==> src/rtl/accel_display_ctrl.sv <==
// Accelerometer LED display: per-channel live / block-average / peak-hold views, one muxed onto o_led.
// Optional LED_BAR_EN: o_led shows a magnitude thermometer bar instead of the raw 2's complement value.

module accel_display_lane #(
   parameter int DATA_W   = 10,
   parameter int AVG_LOG2 = 2
) (
   input  logic              clk,
   input  logic              rst_n,
   input  logic              valid_i,
   input  logic              blk_end_i,
   input  logic              clr_peak_i,
   input  logic [DATA_W-1:0] sample_i,
   output logic [DATA_W-1:0] live_o,
   output logic [DATA_W-1:0] avg_o,
   output logic [DATA_W-1:0] peak_o
);
   localparam int ACC_W = DATA_W + AVG_LOG2;

   logic signed [ACC_W-1:0] acc_q, acc_d, sum;
   logic [DATA_W-1:0]       live_q, live_d, avg_q, avg_d, peak_q, peak_d;

   // One extra bit so the most negative sample has a representable magnitude
   function automatic logic [DATA_W:0] mag(input logic [DATA_W-1:0] v);
      logic [DATA_W:0] x;
      x = {v[DATA_W-1], v};
      return x[DATA_W] ? (~x + 1'b1) : x;
   endfunction

   assign sum = acc_q + ACC_W'($signed(sample_i));

   always_comb begin
      live_d = live_q;
      avg_d  = avg_q;
      acc_d  = acc_q;
      peak_d = peak_q;
      if (clr_peak_i) peak_d = '0;
      if (valid_i) begin
         live_d = sample_i;
         if (blk_end_i) begin
            avg_d = DATA_W'(sum >>> AVG_LOG2);
            acc_d = '0;
         end else begin
            acc_d = sum;
         end
         if (clr_peak_i || (mag(sample_i) > mag(peak_q))) peak_d = sample_i;
      end
   end

   always_ff @(posedge clk or negedge rst_n) begin
      if (!rst_n) begin
         live_q <= '0;
         avg_q  <= '0;
         acc_q  <= '0;
         peak_q <= '0;
      end else begin
         live_q <= live_d;
         avg_q  <= avg_d;
         acc_q  <= acc_d;
         peak_q <= peak_d;
      end
   end

   assign live_o = live_q;
   assign avg_o  = avg_q;
   assign peak_o = peak_q;
endmodule

module accel_display_ctrl #(
   parameter int NUM_CH   = 3,
   parameter int DATA_W   = 10,
   parameter int AVG_LOG2 = 2
) (
   input  logic                     MAX10_CLK1_50,
   input  logic                     KEY1,
   input  logic [NUM_CH*DATA_W-1:0] i_data,
   input  logic                     i_data_valid,
   input  logic [NUM_CH-1:0]        i_sel,
   input  logic [1:0]               i_mode,
   input  logic                     i_clr_peak,
   output logic [DATA_W-1:0]        o_led,
   output logic                     o_avg_valid
);
   localparam int CNT_W = (AVG_LOG2 > 0) ? AVG_LOG2 : 1;
   localparam int SEL_W = (NUM_CH > 1) ? $clog2(NUM_CH) : 1;
   localparam int PW    = DATA_W + 1 + $clog2(DATA_W + 1);

   logic [NUM_CH-1:0][DATA_W-1:0] live, avg, peak;
   logic [CNT_W-1:0]  cnt_q, cnt_d;
   logic              blk_end;
   logic              avg_vld_q, avg_vld_d;
   logic [DATA_W-1:0] led_q, led_d, view;
   logic [SEL_W-1:0]  sel_idx;
   logic              sel_onehot;

   // With AVG_LOG2 == 0 the terminal count is 0, so every sample closes a block
   assign blk_end   = (cnt_q == CNT_W'((1 << AVG_LOG2) - 1));
   assign cnt_d     = !i_data_valid ? cnt_q : (blk_end ? '0 : cnt_q + 1'b1);
   assign avg_vld_d = i_data_valid & blk_end;

   for (genvar c = 0; c < NUM_CH; c++) begin : g_lane
      accel_display_lane #(.DATA_W(DATA_W), .AVG_LOG2(AVG_LOG2)) u_lane (
         .clk        (MAX10_CLK1_50),
         .rst_n      (KEY1),
         .valid_i    (i_data_valid),
         .blk_end_i  (blk_end),
         .clr_peak_i (i_clr_peak),
         .sample_i   (i_data[c*DATA_W +: DATA_W]),
         .live_o     (live[c]),
         .avg_o      (avg[c]),
         .peak_o     (peak[c])
      );
   end

   // Invalid selections (none or several switches) fall back to channel 0
   assign sel_onehot = (i_sel != '0) && ((i_sel & (i_sel - 1'b1)) == '0);

   always_comb begin
      sel_idx = '0;
      if (sel_onehot)
         for (int c = 0; c < NUM_CH; c++)
            if (i_sel[c]) sel_idx = SEL_W'(c);
   end

   always_comb begin
      case (i_mode)
         2'b01:   view = avg[sel_idx];
         2'b10:   view = peak[sel_idx];
         default: view = live[sel_idx];
      endcase
   end

`ifdef LED_BAR_EN
   logic [DATA_W:0] vmag;
   logic [PW-1:0]   bar_n;
   logic [DATA_W-1:0] bar;

   always_comb begin
      logic [DATA_W:0] x;
      x     = {view[DATA_W-1], view};
      vmag  = x[DATA_W] ? (~x + 1'b1) : x;
      bar_n = (PW'(vmag) * PW'(DATA_W)) >> (DATA_W - 1);
      if (bar_n > PW'(DATA_W)) bar_n = PW'(DATA_W);
      for (int i = 0; i < DATA_W; i++) bar[i] = (PW'(i) < bar_n);
   end

   assign led_d = (i_mode == 2'b11) ? led_q : bar;
`else
   assign led_d = (i_mode == 2'b11) ? led_q : view;
`endif

   always_ff @(posedge MAX10_CLK1_50 or negedge KEY1) begin
      if (!KEY1) begin
         cnt_q     <= '0;
         avg_vld_q <= 1'b0;
         led_q     <= '0;
      end else begin
         cnt_q     <= cnt_d;
         avg_vld_q <= avg_vld_d;
         led_q     <= led_d;
      end
   end

   assign o_led       = led_q;
   assign o_avg_valid = avg_vld_q;
endmodule

==> config.mk <==
export PLATFORM = sky130hd
export DESIGN_NAME = accel_display_ctrl
export DESIGN_NICKNAME = d
export VERILOG_FILES = /design/src/rtl/accel_display_ctrl.sv
export SDC_FILE = /design/constraint.sdc
export NUM_CORES = 1
export LEC_CHECK = 0
export ABC_AREA = 1
export CAP_MARGIN = 15
export CORE_ASPECT_RATIO = 0.6
export CORE_UTILIZATION = 40
export CTS_BUF_LIST = sky130_fd_sc_hd__clkbuf_2
export DETAILED_ROUTE_END_ITERATION = 10
export GPL_TIMING_DRIVEN = 1
export PLACE_DENSITY = 0.68
export SLEW_MARGIN = 0
export SYNTH_ARGS = -nofsm -noshare
export SYNTH_HDL_FRONTEND = slang
export SYNTH_SLANG_ARGS = --single-unit
==> constraint.sdc <==
create_clock -name MAX10_CLK1_50 -period 3.28 [get_ports MAX10_CLK1_50]
set_input_delay 0.656 -clock MAX10_CLK1_50 [delete_from_list [all_inputs] [get_ports MAX10_CLK1_50]]
set_output_delay 0.656 -clock MAX10_CLK1_50 [all_outputs]
set_load 0.02 [all_outputs]
==> results_dict.tcl <==
set metrics [dict create \
    synth-edff-count 0 \
    crit_family "simple AND/OR/NAND/NOR gates" \
    synth-async-reset-ratio 1.00 \
    max_freq_mhz 336 \
    outcome "finished with violations" \
    p_per_area_nw_per_um2 645 \
    worstPathArrival_ns 3.62 \
    hold_buffers 1 \
    cts_root_buffer "clkbuf_2" \
    cp-end-kind "flop" \
    ir_drop_v 0.000296 \
    r2r_start "g_lane[1].u_lane.peak_o[0]" \
    coreArea_um2 24400 \
    fin_area_um2 11300 \
    seq_area_frac_synth 0.347 \
    synth_area_per_cell_um2 7.15 \
    r2r_slack_ns 0.30 \
    place.gp.congestion 0.922 \
    worstSkewPairLatency_ns 0.76 \
    post_synth_main_area_contributors "dfrtp_1 35%, nand2_1 16%, ha_1 9.5%" \
    startpoint_type "flop" \
    cts_num_sinks 139 \
    drt_iter0_markers 1077 \
    ios 50 \
    grt_usage 0.241 \
    yosys_register_bits 139 \
    grt_pass1_vias 8666 \
    worstSetupEndpoint "g_lane[1].u_lane.peak_o[3]" \
    fin_skew_ns 0.0309 \
    yosysTopAreaCell "dfrtp_1" \
    drive_gt1_frac 0.0786 \
    synth_cells 1400 \
    dpl.hpwl_mm 23.2 \
    setup_tns_ns 0 \
    via_count 9584 \
    final.period_utilization 0.909 \
    drt_pre_antenna_iters 9 \
    violations "DRC" \
    crit_fanout 7 \
    tightest_slew_ns 0.752 \
    drc_errors 12 \
    cp_slowest_stage_delay_ns 0.45 \
    routed_wl_mm 29.7 \
    area_delta_synth_final_pct 13.3 \
    die_area_um2 25700 \
    crit_required_ns 3.92 \
    min_from "i_data_valid" \
    synth_cell_types 41 \
    path_cells "inv_1, ha_1, nand2_1, nor2_1, nand3_1, o31ai_2, xor2_1, inv_1, ha_1, nand2_1, inv_1, nand2_1, inv_1, nand2_1, nand3_1, nand2_1, buf_4, nand3_1, nand3_1, nand2_1" \
    yosys_warnings 0 \
    start_util 0.411 \
    total_leakage_power_nw 5.92 \
    final_nets 1594 \
    slew_viol_final 0 \
    grt_max_degree 72 \
    crit_slowest_cell "dfrtp_1" \
    crit_top_cell "nand2_1" \
    drtAntennaViolNets 0 \
    cts_tree "yes" \
    diodes 0 \
    netlist_area_um2 10000 \
    cts_resized 0 \
    clk_pin_slew_ns 0.23 \
    critical_path_class "reg2reg" \
    numPortBuffers 49 \
    crit_buf_inv 5 \
    cts.htree.levels 4 \
    startpoint "g_lane[1].u_lane.peak_o[0]" \
    grt_pass1_wl_mm 47.6 \
    hold_class "in2reg" \
    rr_worst_depth 20 \
    drv_cap 0 \
    yosys_most_used_dff "dfrtp_1" \
    rr_endpoint "g_lane[1].u_lane.peak_o[3]" \
    postCtsSetupBuffers 0 \
    numCtsBuffers 17 \
    place_area_um2 11100 \
    rows 44 \
    min_period_ns 2.98 \
    rsz0062_at_grt "no" \
    die_w_um 206 \
    die_h_um 125 \
    slew_headroom 0.499 \
    grt.overflow.total 0 \
    setup_viol 0 \
    clockBufferDepth 2 \
    vias_per_cell 5.29 \
    antenna_found_initial 0 \
    wl_per_cell_um 16.4 \
    finalHoldViolations 0 \
    synth_top_area_frac 0.347 \
    crit_cells 20 \
]
-- cell usage after synthesis (4+ instances only) --
master	instances
a22o_1	6
nand4_1	14
nand2_2	5
o21ai_1	21
a31oi_1	5
buf_2	27
o21ai_0	90
nand3b_1	13
xor2_1	38
xnor2_1	11
dfrtp_1	139
nand2_1	419
nor2_1	73
clkbuf_1	13
o211ai_1	11
a21oi_1	35
buf_1	4
a221oi_1	10
a21oi_2	10
inv_1	181
ha_1	76
inv_2	5
nand3_1	148
or2_1	4
nor3_1	6
-- registers in the layout (all words and copies together) (netlist names) --
signal                flops
g_lane.u_lane.acc_q      36
g_lane.u_lane.avg_o      30
g_lane.u_lane.live_o     30
g_lane.u_lane.peak_o     30
o_led                    10
cnt_q                     2
o_avg_valid               1
-- metrics by stage --
step / power, mW / std cells / utilization / hold slack, ns / worst slack [ns]
2_1_floorplan: 5.11 / 1404 / - / 0.360 / 0.594
3_3_place_gp: 6.02 / 1778 / 0.454 / 0.452 / -0.135
3_5_place_dp: 6.14 / 1778 / 0.454 / 0.459 / -0.219
4_1_cts: 7.29 / 1811 / 0.465 / 0.227 / 0.321
5_1_grt: 7.99 / 1811 / 0.465 / 0.249 / 0.0179
6_report: 7.32 / 1811 / 0.465 / 0.297 / 0.299
-- how the worst min path moves through the flow --
stage / cells past startpoint / end / slack, ns
after CTS: 3 / g_lane[0].u_lane.live_o[6] / 0.23
final: 3 / g_lane[0].u_lane.live_o[6] / 0.30
after global routing: 3 / cnt_q[1] / 0.25
after global placement: 2 / g_lane[2].u_lane.live_o[5] / 0.45
after detailed placement: 2 / g_lane[2].u_lane.live_o[5] / 0.46
after floorplan: 0 / cnt_q[0] / 0.36
-- cell families after synthesis --
family,synth area share
AND/OR/NAND/NOR,0.298
XOR/XNOR,0.0429
flip-flops,0.347
other,0.000750
AO/OA/AOI/OAI,0.116
buffers and inverters,0.0941
adder cells (fa/ha/maj),0.101
-- worst reg2reg max path, cell delays in order (launching register included) --
cell and delay [ns]:
dfrtp_1 0.45, inv_1 0.17, ha_1 0.20, nand2_1 0.07, nor2_1 0.12, nand3_1 0.19
o31ai_2 0.25, xor2_1 0.16, inv_1 0.06, ha_1 0.29, nand2_1 0.08, inv_1 0.04
nand2_1 0.07, inv_1 0.05, nand2_1 0.07, nand3_1 0.07, nand2_1 0.12, buf_4 0.18
nand3_1 0.08, nand3_1 0.10, nand2_1 0.05
-- layout by cell type (no fill, tap or decap), types with 4 or more instances in the layout --
cell / n
a21oi_1: 35
a21oi_2: 10
a221oi_1: 10
a22o_1: 6
a31oi_1: 5
buf_4: 49
clkbuf_2: 19
clkdlybuf4s50_1: 47
clkinv_4: 5
conb_1: 6
dfrtp_1: 139
ha_1: 76
inv_1: 181
inv_2: 5
nand2_1: 419
nand2_2: 5
nand3_1: 148
nand3b_1: 13
nand4_1: 14
nor2_1: 73
nor3_1: 6
o211ai_1: 11
o21ai_0: 90
o21ai_1: 21
or2_1: 4
xnor2_1: 11
xor2_1: 38
-- cell type report --
| cell class | instances | area (um^2) |
|---|---|---|
| inverter | 189 | 709 |
| multi-input combinational | 1029 | 5610 |
| timing repair buffer | 100 | 885 |
| clock buffer | 19 | 95.1 |
| tap | 322 | 403 |
| sequential | 139 | 3480 |
| clock inverter | 13 | 169 |
| fill | 2437 | 13000 |
-- routing by layer --
| metal | global-route usage | wire length (um) | vias to the layer above |
|---|---|---|---|
| met5 | 0 | 0 | - |
| li1 | - | - | 4685 |
| met2 | 0.299 | 10800 | 423 |
| met1 | 0.398 | 15300 | 4447 |
| met4 | 0.0510 | 320 | 0 |
| met3 | 0.0641 | 3320 | 29 |
-- report_power, final --
part           switching (mW)  internal, mW  leakage [nW]  total, mW
sequential              0.363          2.22          1.72       2.59
clock                   0.700         0.440         0.159       1.14
combinational            2.25          1.35          4.05       3.60
total                    3.31          4.02          5.92       7.32
(Power assumes the default switching activity.)
